[src/rtl/uart_pkg.sv]
// Shared UART definitions (used by uart_tx and uart_rx): FSM encoding and default frame timing.
// Build option: UART_TX_PARITY_EN widens the state encoding to make room for the PARITY state.
package uart_pkg;

  localparam int unsigned NB_DATA_DEF = 8;
  localparam int unsigned S_TICK_DEF  = 651;

`ifdef UART_TX_PARITY_EN
  localparam int unsigned ST_W = 3;
`else
  localparam int unsigned ST_W = 2;
`endif

  localparam logic [ST_W-1:0] IDLE   = ST_W'(0);
  localparam logic [ST_W-1:0] START  = ST_W'(1);
  localparam logic [ST_W-1:0] DATA   = ST_W'(2);
  localparam logic [ST_W-1:0] STOP   = ST_W'(3);
`ifdef UART_TX_PARITY_EN
  localparam logic [ST_W-1:0] PARITY = ST_W'(4);
`endif

endpackage

[src/rtl/uart_tx_if.sv]
// Host-side bundle of the UART transmitter: baud tick, request/payload and line/status outputs.
// Build option: none (UART_TX_PARITY_EN only affects uart_tx internals).
interface uart_tx_if
  import uart_pkg::*;
#(
  parameter int unsigned NB_DATA = NB_DATA_DEF
);

  logic               s_tick;
  logic               tx_start;
  logic [NB_DATA-1:0] data_in;
  logic               tx;
  logic               tx_busy;
  logic               tx_done_tick;

  modport master (
    output s_tick,
    output tx_start,
    output data_in,
    input  tx,
    input  tx_busy,
    input  tx_done_tick
  );

  modport slave (
    input  s_tick,
    input  tx_start,
    input  data_in,
    output tx,
    output tx_busy,
    output tx_done_tick
  );

endinterface

[src/rtl/uart_tx.sv]
// UART transmitter: start bit, NB_DATA data bits LSB first, stop bit, paced by an external s_tick.
// Build option: define UART_TX_PARITY_EN to insert an even-parity bit between data and stop.
module uart_tx
  import uart_pkg::*;
#(
  parameter int unsigned NB_DATA = NB_DATA_DEF,
  parameter int unsigned S_TICK  = S_TICK_DEF
) (
  input  logic    clk,
  input  logic    reset,
  uart_tx_if.slave bus
);

  localparam int unsigned TW = $clog2(S_TICK);
  localparam int unsigned BW = (NB_DATA > 1) ? $clog2(NB_DATA) : 1;

  logic [ST_W-1:0]    state_q, state_d;
  logic [TW-1:0]      tick_q, tick_d;
  logic [BW-1:0]      bit_q, bit_d;
  logic [NB_DATA-1:0] shreg_q, shreg_d;
  logic               tx_q, tx_d;
  logic               busy_q, busy_d;
  logic               done_q, done_d;
  logic               tick_end;
`ifdef UART_TX_PARITY_EN
  logic               par_q, par_d;
`endif

  assign tick_end = bus.s_tick && (tick_q == TW'(S_TICK - 1));

  always_comb begin
    state_d = state_q;
    tick_d  = tick_q;
    bit_d   = bit_q;
    shreg_d = shreg_q;
    done_d  = 1'b0;
`ifdef UART_TX_PARITY_EN
    par_d   = par_q;
`endif

    // Ticks only advance the counter outside IDLE; a tick on the accepting cycle is dropped.
    if (state_q != IDLE && bus.s_tick) begin
      tick_d = tick_end ? '0 : tick_q + 1'b1;
    end

    case (state_q)
      IDLE: begin
        if (bus.tx_start) begin
          state_d = START;
          shreg_d = bus.data_in;
          tick_d  = '0;
          bit_d   = '0;
`ifdef UART_TX_PARITY_EN
          par_d   = ^bus.data_in;
`endif
        end
      end
      START: begin
        if (tick_end) state_d = DATA;
      end
      DATA: begin
        if (tick_end) begin
          shreg_d = shreg_q >> 1;
          if (bit_q == BW'(NB_DATA - 1)) begin
            bit_d = '0;
`ifdef UART_TX_PARITY_EN
            state_d = PARITY;
`else
            state_d = STOP;
`endif
          end else begin
            bit_d = bit_q + 1'b1;
          end
        end
      end
`ifdef UART_TX_PARITY_EN
      PARITY: begin
        if (tick_end) state_d = STOP;
      end
`endif
      STOP: begin
        if (tick_end) begin
          state_d = IDLE;
          done_d  = 1'b1;
        end
      end
      default: state_d = IDLE;
    endcase

    busy_d = (state_d != IDLE);

    // Line level follows the current state, so the line trails the FSM by one clock.
    case (state_q)
      START:   tx_d = 1'b0;
      DATA:    tx_d = shreg_q[0];
`ifdef UART_TX_PARITY_EN
      PARITY:  tx_d = par_q;
`endif
      default: tx_d = 1'b1;
    endcase
  end

  always_ff @(posedge clk or posedge reset) begin
    if (reset) begin
      state_q <= IDLE;
      tick_q  <= '0;
      bit_q   <= '0;
      shreg_q <= '0;
      tx_q    <= 1'b1;
      busy_q  <= 1'b0;
      done_q  <= 1'b0;
`ifdef UART_TX_PARITY_EN
      par_q   <= 1'b0;
`endif
    end else begin
      state_q <= state_d;
      tick_q  <= tick_d;
      bit_q   <= bit_d;
      shreg_q <= shreg_d;
      tx_q    <= tx_d;
      busy_q  <= busy_d;
      done_q  <= done_d;
`ifdef UART_TX_PARITY_EN
      par_q   <= par_d;
`endif
    end
  end

  assign bus.tx           = tx_q;
  assign bus.tx_busy      = busy_q;
  assign bus.tx_done_tick = done_q;

endmodule
[src/flat_wrapper.sv]
// flat-port wrapper written by rule: the top's interface ports become plain ports
module uart_tx_flat import uart_pkg::*;
#(
  parameter int unsigned NB_DATA = NB_DATA_DEF,
  parameter int unsigned S_TICK  = S_TICK_DEF
)
  (clk, reset, bus_s_tick, bus_tx_start, bus_data_in, bus_tx, bus_tx_busy, bus_tx_done_tick);
  uart_tx_if #(.NB_DATA(NB_DATA)) bus_i ();
  input  logic clk;
  input  logic reset;
  input wire logic [$bits(bus_i.s_tick)-1:0] bus_s_tick;
  input wire logic [$bits(bus_i.tx_start)-1:0] bus_tx_start;
  input wire logic [$bits(bus_i.data_in)-1:0] bus_data_in;
  output wire logic [$bits(bus_i.tx)-1:0] bus_tx;
  output wire logic [$bits(bus_i.tx_busy)-1:0] bus_tx_busy;
  output wire logic [$bits(bus_i.tx_done_tick)-1:0] bus_tx_done_tick;
  assign bus_i.s_tick = bus_s_tick;
  assign bus_i.tx_start = bus_tx_start;
  assign bus_i.data_in = bus_data_in;
  assign bus_tx = bus_i.tx;
  assign bus_tx_busy = bus_i.tx_busy;
  assign bus_tx_done_tick = bus_i.tx_done_tick;
  uart_tx #(.NB_DATA(NB_DATA), .S_TICK(S_TICK)) u_core (.clk(clk), .reset(reset), .bus(bus_i));
endmodule
[config.mk]
export PLATFORM = sky130hd
export DESIGN_NAME = uart_tx_flat
export DESIGN_NICKNAME = d
export VERILOG_FILES = /design/src/rtl/uart_pkg.sv /design/src/rtl/uart_tx_if.sv /design/src/rtl/uart_tx.sv /design/src/flat_wrapper.sv
export SDC_FILE = /design/constraint.sdc
export NUM_CORES = 1
export LEC_CHECK = 0
export BUFFER_PORTS_ARGS = -buffer_cell sky130_fd_sc_hd__buf_2
export CORE_MARGIN = 2
export CORE_UTILIZATION = 60
export DETAILED_ROUTE_END_ITERATION = 10
export PLACE_DENSITY = 0.81
export SYNTH_ARGS = -nofsm -noshare
export SYNTH_HDL_FRONTEND = slang
export SYNTH_SLANG_ARGS = --single-unit
[constraint.sdc]
create_clock -name clk -period 2.17 [get_ports clk]
set_input_delay 0.434 -clock clk [delete_from_list [all_inputs] [get_ports clk]]
set_output_delay 0.434 -clock clk [all_outputs]
set_load 0.02 [all_outputs]
Word level (Yosys, flattened, before mapping). Index checks and enable logic that the tools add are counted.

Flip-flop bits (word level): 26. Word-level logic and storage cells: 43. Bits of input ports: 12. Output and inout port bits: 3.

Reductions and logical operators: 7. Equal/unequal tests: 7. Mux-type cells: 20. Add/subtract/negate cells: 2.

Operator list (count): 10-bit 2-to-1 mux (4); 8-bit 2-to-1 mux (2); 8-bit one-hot mux with 2 select lines (1); 10-bit by 1-bit adder with 10-bit output, second input constant (1); 10-bit == test, second input constant (1); 2-bit 2-to-1 mux (5); 3-bit 2-to-1 mux (3); 2-bit one-hot mux with 4 select lines (1); 3-bit one-hot mux with 2 select lines (1); 2-bit nonzero test (3); 2-bit == test, second input constant (2); 3-bit by 1-bit adder with 3-bit output, second input constant (1); 3-bit == test, second input constant (1); 3-bit AND reduction (1); 2-bit by 1-bit == test with 1-bit output, second input constant (1); 1-bit logical AND (2); 2-bit zero test (1); 1-bit 2-to-1 mux (2); 2-bit by 1-bit inequality test with 1-bit output, second input constant (1); 2-bit inequality test, second input constant (1); 1-bit one-hot mux with 2 select lines (1).

Logic depth before layout (Yosys ltp).
Depth after elaboration: 6. Mapped depth: 8. Gate-level depth less buffers: 6.

Least setup slack after synthesis. OpenSTA, ideal clock, no wires.

Path type: register to register. Start point: register u_core.tick_q[0]. End point: register u_core.tick_q[0]. Data required time: 2097 ps. Library setup time: 73 ps. Buffers on the path: 2. Arrival: 1330 ps. Cell stages (with the launch flop): 9. Path slack: 767 ps. Clock period less this slack: 1403 ps. Path through: dfrtp_1 -> inv_1 -> ha_1 -> nand2_1 -> and3b_1 -> buf_2 -> a21o_1 -> buf_4 -> a21oi_2.

Longest elaborated chain between the ends: 6. Elaborated cells on any way between the ends: 7. Classes of those cells: add/sub (1); eq/ne (1); mux (4); reduce/logical (1).

RTL lines: from (decl) (RTL line uart_tx.sv:18) `logic [TW-1:0] tick_q, tick_d;`; from (signal assigned) (RTL line uart_tx.sv:117) `tick_q <= tick_d;`; parallel branches: the longest is 3 deep, another holds 10-bit by 1-bit adder with 10-bit output; 10-bit 2-to-1 mux * (RTL line uart_tx.sv:42) `if (state_q != IDLE && bus.s_tick) begin`; 10-bit 2-to-1 mux (RTL line uart_tx.sv:48) `if (bus.tx_start) begin`; 10-bit 2-to-1 mux * (RTL line uart_tx.sv:46) `case (state_q)`; net u_core.tick_d[0] (RTL line uart_tx.sv:18).

Mark *: on every way through the listed nets, which the timed path passes. A chain may end at the register's enable or synchronous reset.

Worst setup path in the final report.
Start point: register u_core.tick_q[6]. End point: register u_core.tick_q[2].

Longest elaborated chain between the ends: 6.

RTL lines: 10-bit == test * (RTL line uart_tx.sv:29) `assign tick_end = bus.s_tick && (tick_q == TW'(S_TICK - 1));`; 1-bit logical AND * (RTL line uart_tx.sv:29); 10-bit 2-to-1 mux * (RTL line uart_tx.sv:43) `tick_d = tick_end ? '0 : tick_q + 1'b1;`; 10-bit 2-to-1 mux * (RTL line uart_tx.sv:42); 10-bit 2-to-1 mux (RTL line uart_tx.sv:48); 10-bit 2-to-1 mux * (RTL line uart_tx.sv:46); net u_core.tick_d[2] (RTL line uart_tx.sv:18).

Mark *: on every way through the listed nets, which the timed path passes. The rest lies on a longest branch.

==> summary.md <==
| Metric | Value |
|---|---|
| Status | finished clean |
| Design area | 1400 um^2 |
| Post-synth EDFFs | 0 |
| Max-cap viol count | 0 |
| Least-Margin Pin Slew | approximately 0.5 ns |
| Total grt overflow | 0 |
| TritonCTS sink count | 26 |
| Worst-case clock buffer depth | 2 |
| Starting Density | between 60% and 70% |
| # IOs | 15 |
| Iter 0 DRT Violations | 35 |
| CTS Buf Count | 3 |
| Area of the multi-input gates | between 500 and 600 um^2 |
| Global-route wire length before repair | approximately 4.3 mm |
| Vias in the first global route | 952 |
| Global placement routability congestion | 0.862 |
| Worst Reg-to-Reg Cells | 4 |
| Die width | between 50 and 60 um |
| Post-CTS Hold Buffers | 0 |
| Layout cells sized above 1 | 16.4% |
| Register share of total power | 56.5% |
| Final Util | a little over two thirds |
| H-Tree Depth | 1 |
| Startpoint Class | flip-flop |
| DP Worst Slack | approximately 0.54 ns |
| Fillers | 155 |
| Hold Crit Class | primary input to asynchronous set/reset pin |
| Pwr dens | between 800 and 900 nW/um^2 |
| Drt total wl | ~2.6 mm |
| IO Port Bufs | 14 |
| Cell variety after synth | 36 |
| Gate Count Post-Synth | 134 |
| Normalized max-slew margin | 67.5% |
| Fin crit period | 1.66 ns |
| Data required, critical path | 2.38 ns |
| Cell taking the most area after synthesis | dfrtp_1 |
| Ant diodes | 0 |
| DRC | 0 |
| Yosys reg bits | 26 |
| Post-DRT Antenna Nets | 0 |
| Share of total power in combinational logic | between 10% and 20% |
| Vias per inst | about 5.8 |
| Synth warn | 0 |
| Sequential share of the synthesized area | just over 50% |
| Cts repair resizes | 0 |
| Clock tree root driver cell | clkbuf_4 |
| Commonest cells post-synth | dfrtp_1 (25), nor2_1 (21), nand2_1 (13), a21oi_1 (9), nand3_1 (9) |
| Leak | ~0.00064 uW |
| Initial antenna violation count | 0 |
| Drt wl/cell | 15.1 um |
| Mapped Avg Cell Area | roughly 9.6 um^2 |
| Core area | 1980 um^2 |
| Critical path arrival | about 1.9 ns |
| Clock skew | 0.00157 ns |
| DIE HEIGHT | just over 50 um |
| P_int | between 800 and 900 uW |
| Largest net degree at the start of global routing | 20 |
| Final nets | between 150 and 200 |
| Hpwl dp | between 1.5 and 2 mm |
| Rows | 16 |
| CTS tree | built |
| Peak supply drop | 738 uV |
| R2r startpoint | u_core.tick_q[6]$_DFF_PP0_ |
| Setup violators final | 0 |
| Dpl cell area | around 1400 um^2 |
| Synth top area share | 48.7% |
| Synth Flop Type | dfrtp_1 |
| Die area | 2530 um^2 |
| Part of the cycle the worst path needs | approximately 77% |
| Crit path capture type | flip-flop |
| Synth area leaders | dfrtp_1 (49%), nor2_1 (6.1%), xnor2_1 (4.8%) |
| Max Freq | approximately 600 MHz |
| Net Sw Power | 309 uW |
| Final Hold Viols | 0 |
| RSZ-0062 raised after global routing | no |
| Min Hold Slack | ~0.11 ns |
| Final Max Tran Viols | 0 |
| Setup TNS | 0 ns |
| Area Overhead vs Synth | 9.25% |
| Most frequent cell after synthesis | dfrtp_1 |
| Switching Fraction | between 20% and 30% |
| Worst r2r dst | u_core.tick_q[2]$_DFF_PP0_ |
| Worst-skew pair later-pin latency | about 0.31 ns |
| Mapped Area | ~1300 um^2 |
| Critical path class | flip-flop to flip-flop |
| Register area | roughly 650 um^2 |
| CP max FO | 9 |
| Clock power share | ~29% |
| FF-to-FF setup slack | ~0.5 ns |
| Syn Nets | 150 |
| Worst Setup Slack, final | just over 0.5 ns |
| Worst-path clk slew | approximately 0.14 ns |
| Vias | 1006 |
| Overall Global Routing Usage | roughly 22% |
| Drt pass-1 iters | 4 |
| Setup Buffers After CTS | 0 |
| Asr flop ratio synth | 100% |
## sequential cells by signal (all words and copies together) (netlist names)
signal / count
u_core.bit_q: 3
u_core.bus.tx: 1
u_core.bus.tx_busy: 1
u_core.bus.tx_done_tick: 1
u_core.shreg_q: 8
u_core.state_q: 2
u_core.tick_q: 10
## how the worst max path moves through the flow
stage	startpoint	endpoint	cells after the start
2_1_floorplan	u_core.tick_q[0]$_DFF_PP0_	u_core.tick_q[0]$_DFF_PP0_	8
3_3_place_gp	u_core.tick_q[6]$_DFF_PP0_	u_core.tick_q[3]$_DFF_PP0_	4
3_5_place_dp	u_core.tick_q[6]$_DFF_PP0_	u_core.tick_q[6]$_DFF_PP0_	4
4_1_cts	u_core.tick_q[6]$_DFF_PP0_	u_core.tick_q[6]$_DFF_PP0_	4
5_1_grt	u_core.tick_q[6]$_DFF_PP0_	u_core.tick_q[9]$_DFF_PP0_	4
6_report	u_core.tick_q[6]$_DFF_PP0_	u_core.tick_q[2]$_DFF_PP0_	4
## cell usage in the layout (no fill, tap or decap), drive strengths merged
cell	Yosys	layout
a21boi	1	1
a21o	1	1
a21oi	10	10
and2	1	1
and3	1	1
and3b	1	1
buf	6	16
bufinv	0	1
clkbuf	2	3
dfrtp	25	25
dfstp	1	1
ha	4	4
inv	4	4
nand2	13	13
nand2b	1	1
nand3	9	9
nand4	2	2
nand4b	1	1
nor2	21	21
nor2b	1	1
nor3	4	4
nor4	1	1
nor4b	1	1
nor4bb	1	1
o2111ai	1	1
o21a	1	1
o21ai	2	2
o22ai	7	7
o31ai	1	1
or4	1	1
xnor2	7	7
xor2	2	2
## metrics by stage
| stage | power (uW) | cells |
|---|---|---|
| 3_3_place_gp | 777 | 169 |
| 5_1_grt | 1180 | 173 |
| 3_5_place_dp | 799 | 169 |
| 6_report | 1120 | 173 |
| 4_1_cts | 1130 | 173 |
| 2_1_floorplan | 734 | 134 |
## layout make-up
| class | instances | area share [%] |
|---|---|---|
| Clock buffer | 3 | 1.60 |
| Clock inverter | 1 | 2.14 |
| Inverter | 4 | 1.07 |
| Multi-Input combinational cell | 96 | 40.3 |
| Sequential cell | 26 | 46.4 |
| Tap cell | 27 | 2.41 |
| Timing Repair Buffer | 16 | 6.06 |
## kinds of logic after synthesis
group           count (synthesis)  synth area share [%]
simple gates                   59                  22.3
xor+xnor                        9                  6.13
flops                          26                  50.7
buf+inv                        12                  5.26
compound gates                 24                  11.7
fa+ha+maj                       4                  3.89
## per-layer routing
metal | global-route usage, % | share of wire (%) | wire, um
met1 | 28.9 | 43 | 1120
met2 | 39.3 | 52 | 1360
met5 | 0 | 0 | 0
met3 | 1.79 | 3.8 | 99
met4 | 6.94 | 1.2 | 31
## critical path, stage by stage, from the launching register on
cell,delay [ns]
dfrtp_1,0.44
nor4bb_1,0.35
and3b_1,0.34
a21o_1,0.33
nor2_1,0.10
## power groups by stage
stage                     clock network, uW  logic, uW  registers (uW)
final                                   327        162             635
after global routing                    360        179             640
after CTS                               337        163             630
after detailed placement                  0        163             636
after global placement                    0        148             629
after floorplan                           0        121             613
Note: power is estimated with default switching activity, not from simulation.
